--- config.mk ---
export PLATFORM = sky130hd
export DESIGN_NAME = token_sequencer
export DESIGN_NICKNAME = d
export VERILOG_FILES = /design/src/rtl/token_sequencer.sv
export SDC_FILE = /design/constraint.sdc
export NUM_CORES = 1
export LEC_CHECK = 0
export CELL_PAD_IN_SITES_DETAIL_PLACEMENT = 0
export CELL_PAD_IN_SITES_GLOBAL_PLACEMENT = 1
export CORE_ASPECT_RATIO = 0.8
export CORE_MARGIN = 2
export CORE_UTILIZATION = 49
export CTS_BUF_LIST = sky130_fd_sc_hd__clkbuf_4 sky130_fd_sc_hd__clkbuf_8
export CTS_CLUSTER_DIAMETER = 200
export CTS_CLUSTER_SIZE = 20
export DETAILED_ROUTE_END_ITERATION = 8
export GPL_ROUTABILITY_DRIVEN = 1
export PLACE_DENSITY_LB_ADDON = 0.25
export RECOVER_POWER = 50
export SLEW_MARGIN = 30
export SYNTH_ARGS = -nofsm -noshare
export SYNTH_HDL_FRONTEND = slang
export SYNTH_SLANG_ARGS = --single-unit
--- constraint.sdc ---
create_clock -name clk -period 7.4 [get_ports clk]
set_input_delay 1.48 -clock clk [delete_from_list [all_inputs] [get_ports clk]]
set_output_delay 1.48 -clock clk [all_outputs]
set_load 0.02 [all_outputs]
--- src/rtl/token_sequencer.sv ---
// token_sequencer
//   Initiator side of the calculator token interface. Key codes from the
//   keypad decoder are queued in a small FIFO. Digits are accumulated into
//   a number. Operators and clear are turned into 32-bit tokens, which are
//   handed to the calculator with a strobe/ready handshake.
//
// Ports
//   clk          system clock, rising edge
//   rst_n        asynchronous active-low reset
//   key_valid    one-cycle pulse, key_code valid
//   key_code     0-9 digit, A +, B -, C *, D /, E =, F clear
//   ready        calculator idle / last token consumed
//   strobe       one-cycle token-valid pulse
//   token        number (bit31=0) or operator 32'h8000000A..F
//   disp_value   current accumulator
//   busy         FIFO non-empty or FSM not idle
//   key_drop     sticky, a key was lost to a full FIFO
//   digit_ovf    sticky, a digit was ignored because the number would exceed MAX_NUM
//
// state  | meaning
// IDLE   | pop and process one key per cycle
// STROBE | strobe high for this single cycle
// GAP    | one cycle for the calculator to drop ready; ready ignored
// WAIT   | hold until ready, then send the queued operator or return to IDLE

module token_sequencer #(
    parameter int          FIFO_DEPTH = 4,
    parameter logic [31:0] MAX_NUM    = 32'h7FFF_FFFF
) (
    input  logic        clk,
    input  logic        rst_n,
    input  logic        key_valid,
    input  logic [3:0]  key_code,
    input  logic        ready,
    output logic        strobe,
    output logic [31:0] token,
    output logic [31:0] disp_value,
    output logic        busy,
    output logic        key_drop,
    output logic        digit_ovf
);

    localparam int AW = $clog2(FIFO_DEPTH);

    typedef enum logic [1:0] {
        IDLE   = 2'd0,
        STROBE = 2'd1,
        GAP    = 2'd2,
        WAIT   = 2'd3
    } state_t;

    state_t      state;
    logic [31:0] acc;
    logic        num_pending;
    logic        op_valid;
    logic [3:0]  op_code;

    logic [3:0]  fifo_mem [FIFO_DEPTH];
    logic [AW:0] wr_ptr;
    logic [AW:0] rd_ptr;
    logic        fifo_empty;
    logic        fifo_full;
    logic        push;
    logic        pop;
    logic [3:0]  head;

    logic        head_is_digit;
    logic        head_is_clear;
    logic [35:0] acc_next_wide;
    logic        digit_fits;

    // Pointers carry one extra wrap bit to tell full from empty.
    assign fifo_empty = (wr_ptr == rd_ptr);
    assign fifo_full  = (wr_ptr[AW] != rd_ptr[AW]) &&
                        (wr_ptr[AW-1:0] == rd_ptr[AW-1:0]);
    assign push       = key_valid && !fifo_full;
    assign pop        = (state == IDLE) && !fifo_empty;
    assign head       = fifo_mem[rd_ptr[AW-1:0]];

    assign head_is_digit = (head <= 4'd9);
    assign head_is_clear = (head == 4'hF);

    // Wide enough that acc*10+9 can never wrap before the range compare.
    assign acc_next_wide = ({4'd0, acc} * 36'd10) + {32'd0, head};
    assign digit_fits    = (acc_next_wide <= {4'd0, MAX_NUM});

    assign disp_value = acc;
    assign busy       = (state != IDLE) || !fifo_empty;

    always_ff @(posedge clk) begin
        if (push) begin
            fifo_mem[wr_ptr[AW-1:0]] <= key_code;
        end
    end

    always_ff @(posedge clk or negedge rst_n) begin
        if (!rst_n) begin
            wr_ptr <= '0;
            rd_ptr <= '0;
        end else begin
            if (push) begin
                wr_ptr <= wr_ptr + 1'b1;
            end
            if (pop) begin
                rd_ptr <= rd_ptr + 1'b1;
            end
        end
    end

    always_ff @(posedge clk or negedge rst_n) begin
        if (!rst_n) begin
            state       <= IDLE;
            strobe      <= 1'b0;
            token       <= '0;
            acc         <= '0;
            num_pending <= 1'b0;
            op_valid    <= 1'b0;
            op_code     <= '0;
            key_drop    <= 1'b0;
            digit_ovf   <= 1'b0;
        end else begin
            strobe <= 1'b0;

            // A drop in the same cycle as a clear still gets recorded.
            if (pop && head_is_clear) begin
                key_drop <= 1'b0;
            end
            if (key_valid && fifo_full) begin
                key_drop <= 1'b1;
            end

            case (state)
                IDLE: begin
                    if (pop) begin
                        if (head_is_digit) begin
                            if (digit_fits) begin
                                acc         <= acc_next_wide[31:0];
                                num_pending <= 1'b1;
                            end else begin
                                digit_ovf <= 1'b1;
                            end
                        end else if (head_is_clear) begin
                            acc         <= '0;
                            num_pending <= 1'b0;
                            digit_ovf   <= 1'b0;
                            token       <= {28'h8000000, head};
                            strobe      <= 1'b1;
                            state       <= STROBE;
                        end else begin
                            if (num_pending) begin
                                // Number goes first; operator waits for ready.
                                token       <= acc;
                                op_valid    <= 1'b1;
                                op_code     <= head;
                                acc         <= '0;
                                num_pending <= 1'b0;
                            end else begin
                                token <= {28'h8000000, head};
                            end
                            strobe <= 1'b1;
                            state  <= STROBE;
                        end
                    end
                end
                STROBE: begin
                    state <= GAP;
                end
                GAP: begin
                    state <= WAIT;
                end
                WAIT: begin
                    if (ready) begin
                        if (op_valid) begin
                            token    <= {28'h8000000, op_code};
                            op_valid <= 1'b0;
                            strobe   <= 1'b1;
                            state    <= STROBE;
                        end else begin
                            state <= IDLE;
                        end
                    end
                end
                default: begin
                    state <= IDLE;
                end
            endcase
        end
    end

endmodule

==> results.txt, run 1 <==
The finished layout holds 1,045 standard cells, fillers aside. Antenna diode count: 0. In this run, CTS created clock tree buffers numbering 9. Global routing consumed, over all layers together, 25.3% of the routing resources. TritonCTS built the clock tree. The flow ran to the end, but the final reports show violations. The critical path data required time was 7.72 ns. Most common cell after layout, fill and taps aside: sky130_fd_sc_hd__nand2_1. Data on the critical path arrives at its endpoint at 5.54 ns. The worst clock skew is 0.0213 ns. The synthesized design spends more area on one cell type than any other, namely sky130_fd_sc_hd__dfrtp_1. The floorplan step set the die height to 113 um. In the layout the commonest cells are sky130_fd_sc_hd__nand2_1, sky130_fd_sc_hd__dfrtp_1, sky130_fd_sc_hd__ha_1, sky130_fd_sc_hd__clkdlybuf4s50_1, sky130_fd_sc_hd__o21ai_0.

The number of H-tree levels is 3, and the number of synthesis warnings is 0. The buffer depth of the longest clock path was 2; the number of enable-type register cells in the synthesized netlist was 16. The number of placed instances, taps included came out at 1,028.

At the end of routability-driven placement, the weighted congestion stood at 0.941. The met2 wirelength from detailed routing was 8470 um. The average wire length per cell after detail routing is 18.4 um. After synthesis the cells add up to 7240 um2. After global routing the overflow that remains totals 0. For the achievable clock frequency, the log shows 192 MHz.

For the met3 wire length, the log shows 817 um. For the final total negative setup slack, the log shows 0 ns. At the pin with the least slew margin, the transition time is 2.98 ns.

The number of slew-limit violations in the final report came out at 75. The effective utilization at floorplan was 50.5%. The worst path uses 70.5% of the clock period. The fill cell instance count of the final layout came out at 1,277. The count of nets left with antenna violations once routing finished came out at 0. Count of vias placed by the detailed router: 6,038.

During I/O placement, the number of pins put on the boundary was 76. Yosys mapped the design onto 79 distinct sky130hd cell types. Horizontal die dimension: 140 um.

In this run the core area contains 39 standard-cell rows. After clock tree synthesis, the flow added hold-fix buffers numbering 0. The tree is rooted in a sky130_fd_sc_hd__clkbuf_8. In the post-synthesis netlist, the biggest area contributors are sky130_fd_sc_hd__dfrtp_1, sky130_fd_sc_hd__ha_1, sky130_fd_sc_hd__nand2_1. Dividing the detail-routed via count by the number of cells gives 5.78. Synthesis produced 797 cells. The number of hold violations in the final report is 0. The first detailed-routing pass took 6 iterations. The most used flip-flop cell after synthesis is sky130_fd_sc_hd__dfrtp_1. The worst hold path belongs to the class flop to flop. The power per cell area came out at 528 nW/um2.

The area growth from synthesis to final layout works out to 14.8%. The first routing iteration left 476 violations. Endpoint kind of the worst setup timing path: a flop. Setup violations remaining at the end of the flow were counted as 0. The checks that failed: max-capacitance violations, max-slew violations. STA classifies the critical path startpoint as a flop. The floorplan step defined a core boundary enclosing 14,300 um2. The number of I/O port buffers was 75; the wire length on met1 was 9570 um. The run gives -98.5% as the normalized max-slew margin. Setup repair after global routing left no endpoint under its margin. The top-area cell type share of the netlist area was 28.0%. After synthesis, the share of flip-flops with an asynchronous set or reset is 83.5%.

The number of antenna violations at the first check in global routing was 0; the static power due to leakage was 3.50 nW. Clock latency on the worst-skew pair, taken at its later pin, is 0.41 ns. The buffer count from post-CTS setup fixing is 0. The share of cells above drive strength 1 is 6.39%, and the synthesized area per cell is 9.08 um2.

After clock tree synthesis, the clock-pin slew on the worst setup and hold paths is 0.11 ns. The maximum number of pins on one net before global-route repair is 55. The highest fanout seen on the critical path came out at 16. The logs give 0 for the DRC violation count after routing and 15,800 um2 for the die footprint. Routed signal wires occupy layers up through met4. Sequential elements use 34.6% of the synthesized area.

For the global-route wire length before repair, the log shows 32,100 um. The worst setup path is of the flop to flop kind. IR analysis of the VDD net gives a maximum drop of 0.257 mV.

The number of sinks on the clock net was 97. For this block, the routed nets add up to 19,300 um of wire. The time the final worst path needs with I/O delays and setup was 5.22 ns. Counting every net in the synthesized netlist gives 877.

The number of global-route vias before repair is 6,014, and the total number of nets in the final design is 936. The tool flagged a number of max-cap violations equal to 2. The post-synthesis sequential element count is 97, and the post-cts sizing count is 0. The run gives 14,900 um as the post-detailed-placement half-perimeter wirelength.
-- worst max-delay path, cell delays in order (launching register included) --
cell and delay [ns]:
sky130_fd_sc_hd__dfrtp_1 0.48, sky130_fd_sc_hd__ha_1 0.33, sky130_fd_sc_hd__ha_1 0.24, sky130_fd_sc_hd__fa_1 0.44
sky130_fd_sc_hd__a211oi_2 0.40, sky130_fd_sc_hd__nor3_1 0.14, sky130_fd_sc_hd__nor2_1 0.21, sky130_fd_sc_hd__nand3_1 0.15
sky130_fd_sc_hd__nor2b_1 0.35, sky130_fd_sc_hd__and4_1 0.37, sky130_fd_sc_hd__nor3b_4 0.36, sky130_fd_sc_hd__and3_1 0.20
sky130_fd_sc_hd__a31oi_1 0.19, sky130_fd_sc_hd__nor3_4 0.46, sky130_fd_sc_hd__buf_6 0.25, sky130_fd_sc_hd__buf_4 0.33
sky130_fd_sc_hd__mux2i_1 0.24
-- path summary, 6_finish.rpt --
kind	slack [ns]	depth (start not counted)	start	endpoint
max	2.18	16	disp_value[1]	disp_value[6]
min	0.49	2	token[8]	token[8]
max reg2reg	2.18	16	disp_value[1]	disp_value[6]
min reg2reg	0.49	2	token[8]	token[8]
max in group asynchronous	2.52	2	rst_n	token[23]
min in group asynchronous	1.40	1	rst_n	disp_value[11]
-- per-stage QoR --
| step | cell area (um2) | setup slack (ns) | hold slack [ns] | total power [mW] | utilization (%) |
|---|---|---|---|---|---|
| floorplan | 7240 | 3.12 | 0.440 | 3.13 | - |
| global placement | 8100 | 2.09 | 0.454 | 3.94 | 56.5 |
| detailed placement | 8100 | 1.95 | 0.460 | 4.00 | 56.5 |
| CTS | 8320 | 1.91 | 0.488 | 4.39 | 58.0 |
| global route | 8310 | 1.66 | 0.510 | 4.77 | 57.9 |
| finish | 8310 | 2.18 | 0.486 | 4.39 | 57.9 |
-- routing by layer --
metal / track usage (%) / vias up
li1: - / 2966
met2: 39.3 / 147
met3: 4.36 / 28
met5: 0 / -
met1: 37.3 / 2897
met4: 6.07 / 0
-- sequential cells by signal (all words and copies together), names as in the netlist --
signal,flops
key_drop,1
num_pending,1
token,32
rd_ptr,3
digit_ovf,1
state,2
disp_value,32
fifo_mem,16
op_valid,1
wr_ptr,3
strobe,1
op_code,4
-- cell usage after synthesis, drive strengths merged (9+ instances only) --
cell type  count
mux2i         34
nor2          44
dfrtp         81
nand3         20
edfxtp        16
buf           12
nor2b          9
inv           10
xnor2         32
nand2        154
and2          10
o21ai         66
ha            70
a211oi        11
clkbuf        21
xor2          25
a21oi         52
a21o          10
nor3          21
-- cell families after synthesis --
kind of cell | synth area share [%]
AND/OR/NAND/NOR | 20.1
AO/OA/AOI/OAI | 16.0
flip-flops | 34.6
adder cells (fa/ha/maj) | 12.7
XOR/XNOR | 7.41
buffers and inverters | 2.85
multiplexers | 6.41
-- power breakdown --
part / leakage (nW) / internal (mW) / switching (mW)
clock: 0.109 / 0.141 / 0.236
combinational: 2.20 / 1.19 / 1.86
sequential: 1.18 / 0.751 / 0.210
total: 3.50 / 2.08 / 2.31
-- area by class of cell --
type	count	area [um2]	share of cell area, %
well taps	184	230	2.77
flip-flops and latches	97	2510	30.2
multi-input cells	657	4530	54.5
clock buffers	9	124	1.49
repair buffers	81	790	9.50
inverters	10	37.5	0.452
clock inverters	7	96.3	1.16
No activity file was read; power rests on OpenSTA's default activity.
==> inputs of run 2 (changes only) <==
CORE_UTILIZATION = 46   (was 49)
clock period = 5.47 ns   (was 7.4 ns; I/O delays follow)
==> run 2 against run 1 <==
  * The run still ends with max-capacitance violations, max-slew violations left
  * Cell area is 0.18% higher
  * Clock-buffer cell count stayed put
  * Maximum frequency is 7.0% higher
  * Hold slack hardly changed
  * Die area is 6.3% higher
  * Largest cell class unchanged
  * Clock skew is 0.0077 ns lower
  * Via count is 2.2% higher
  * Critical endpoint is now disp_value[13]
==> results.txt, run 2 (synthesis results as in run 1) <==
Number of optimization iterations in the first detailed-route pass: 7 (+1). The tree is rooted in a sky130_fd_sc_hd__clkbuf_8. The buffer count from post-CTS setup fixing was 0 (unchanged); the number of routed nets with antenna violations was 0 (unchanged). The buffer depth of the longest clock path came out at 2 (unchanged). The run gives 5.19 ns (-0.35 ns) as the arrival time reported for the critical path endpoint. Setup repair after global routing left no endpoint under its margin. The run gives 1 (-1) as the count of max-cap constraint violations.

The final total negative setup slack was 0 ns (unchanged); the count of vias placed by the detailed router was 6,172 (+2.2%). The number of hold violations in the final report came out at 0 (unchanged). The pre-CTS setup slack was 0.681 ns (-1.27 ns); the height of the die was 116 um (+3.1%).

In the layout the commonest cells are sky130_fd_sc_hd__nand2_1, sky130_fd_sc_hd__dfrtp_1, sky130_fd_sc_hd__ha_1, sky130_fd_sc_hd__clkdlybuf4s50_1, sky130_fd_sc_hd__o21ai_0. The delay of the slowest cell on the worst path came out at 0.48 ns (about the same). Counting stages on the worst path, the most repeated cell is sky130_fd_sc_hd__ha_1. The highest fanout seen on the critical path was 22 (+6).

The clock-pin slew reported for the worst setup and hold paths after clock tree synthesis works out to 0.10 ns (about the same). The critical path is of the flop to flop type. The average wire length per cell after detail routing was 18.8 um (+1.9%); the share of the clock period used by the worst path was 89.2% (+19 points). The static power due to leakage is 3.51 nW (+0.53%), and the share of cells above drive strength 1 is 6.62% (+0.23 points). Last weighted congestion value of the routability-driven placer: 0.951 (+1.1%).

The achievable clock frequency was 205 MHz (+7.0%). The worst-path cell with the longest stage delay was sky130_fd_sc_hd__dfrtp_1. STA classifies the critical path startpoint as a flop.

The worst hold path stage count was 2 (unchanged); the final non-filler cell area was 8330 um2 (+0.18%). The total routing usage reported by global routing was 25.1% (-0.28 points). The tools report the DRC marker count from the first detailed-route iteration as 405 (-15%). The overall overflow remaining after global route was 0 (unchanged); the number of slew-limit violations in the final report was 31 (-59%). The average vias per placed instance is 5.76 (-0.26%). For the post-detailed-placement half-perimeter wirelength, the log shows 15,400 um (+3.1%). Count of final setup violators: 0 (unchanged).

The antenna diode count is 0 (unchanged). The transition at the pin with the smallest max-transition slack came out at 1.81 ns (-1.17 ns). The flow ran to the end, but the final reports show violations. The post-cts sizing count was 0 (unchanged); the global-route wire length before repair was 32,500 um (+1.3%). For the clock latency on the worst-skew pair, the log shows 0.40 ns (about the same). The cell area after placement was 8140 um2 (+0.49%); the normalized max-slew margin was -20.7% (+78 points). Worst supply voltage drop on vdd: 0.294 mV (+15%). The hold buffer count at cts came out at 0 (unchanged). For the number of sinks on the clock net, the log shows 97 (unchanged).

In this run the worst hold path is classified as flop to flop. Walking the worst path, the cells encountered are ha_1, ha_1, fa_1, a211oi_2, o21ai_2, xor2_1, nand3b_1, nor2_2, and4_1, nor3b_4, and3_1, a31oi_1, nor3_4, buf_4, mux2i_1. The time the final worst path needs with I/O delays and setup was 4.88 ns (-0.340 ns). The checks that failed: max-capacitance violations, max-slew violations. The number of I/O port buffers was 75 (unchanged); the maximum number of pins on one net before global-route repair was 53 (-3.6%). The worst setup path is captured at a flop.

Leaving out fill and tap cells, the most frequent cell in the layout is sky130_fd_sc_hd__nand2_1. For the number of H-tree levels, the log shows 3 (unchanged). The tools report the effective utilization at floorplan as 47.6% (-2.9 points).

The total length of routed wires was 20,100 um (+4.4%). The number of antenna violations at the first check in global routing was 0 (unchanged); the floorplan row count was 40 (+2.6%). The power per cell area is 717 nW/um2 (+36%), and the number of global-route vias before repair is 6,099 (+1.4%).

The worst reg2reg path depth is 15 (-1), and the worst clock skew is 0.0136 ns (-0.00770 ns). The area growth from synthesis to layout is 15.0%. The worst setup slack after layout is 0.590 ns (-1.59 ns), and the top-level port count is 76 (unchanged). The logs give 16,800 um2 (+6.3%) for the die footprint and 0 (unchanged) for the DRC violation count after routing.

The total number of nets in the final design is 936 (unchanged), and the number of CTS-inserted buffers is 9 (unchanged). The tools report the critical path data required time as 5.78 ns (-1.94 ns). TritonCTS built the clock tree.

Core footprint: 15,200 um2 (+6.1%). Horizontal die dimension: 144 um (+3.1%).
-- run 2: cell types whose count changed in the layout (fill, tap and decap cells not counted), sizes merged --
cell | previous run | this run
clkdlybuf4s50 | 68 | 59
dlygate4sd3 | 6 | 15
-- run 2: area by class of cell --
| cell class | count | area (um2) |
|---|---|---|
| fillers | 1430 | 6890 |
| multi-input cells | 657 | 4540 |
| flip-flops and latches | 97 | 2510 |
| repair buffers | 81 | 787 |
| well taps | 210 | 263 |
| clock buffers | 9 | 124 |
| clock inverters | 7 | 70.1 |
| inverters | 10 | 37.5 |
-- run 2: where the power goes --
group          switching, mW  total [mW]  internal, mW  leakage (nW)
Combinational           2.58        4.18          1.60          2.23
Sequential             0.289        1.31          1.02          1.18
Clock                  0.306       0.485         0.179         0.101
Total                   3.17        5.97          2.80          3.51
-- run 2: worst paths after layout --
| path | from | end | slack, ns |
|---|---|---|---|
| setup reg to reg | disp_value[1] | disp_value[13] | 0.59 |
| min in group asynchronous | rst_n | wr_ptr[1] | 1.16 |
| hold / removal | token[11] | token[11] | 0.49 |
| setup / recovery | disp_value[1] | disp_value[13] | 0.59 |
| hold reg to reg | token[11] | token[11] | 0.49 |
| max in group asynchronous | rst_n | disp_value[17] | 2.14 |
-- run 2: per-stage QoR --
| stage | util (%) | hold slack (ns) | power [mW] | instances |
|---|---|---|---|---|
| 2_1_floorplan | - | 0.440 | 4.23 | 797 |
| 3_3_place_gp | 53.5 | 0.459 | 5.38 | 1055 |
| 3_5_place_dp | 53.5 | 0.461 | 5.47 | 1055 |
| 4_1_cts | 54.8 | 0.486 | 5.98 | 1071 |
| 5_1_grt | 54.7 | 0.509 | 6.46 | 1071 |
| 6_report | 54.7 | 0.486 | 5.97 | 1071 |
-- run 2: per-layer routing --
metal  track usage [%]  wire length (um)
met3              4.47               883
met1              36.8             10100
met4              6.34               391
met2              38.6              8760
met5                 0                 0
-- run 2: critical path, delay by kind of cell (launching register included) --
kind | cells | cell delay [ns]
buf+inv | 1 | 0.39
flops | 1 | 0.48
mux | 1 | 0.26
compound gates | 3 | 0.77
xor+xnor | 1 | 0.34
fa+ha+maj | 3 | 1.03
simple gates | 6 | 1.48
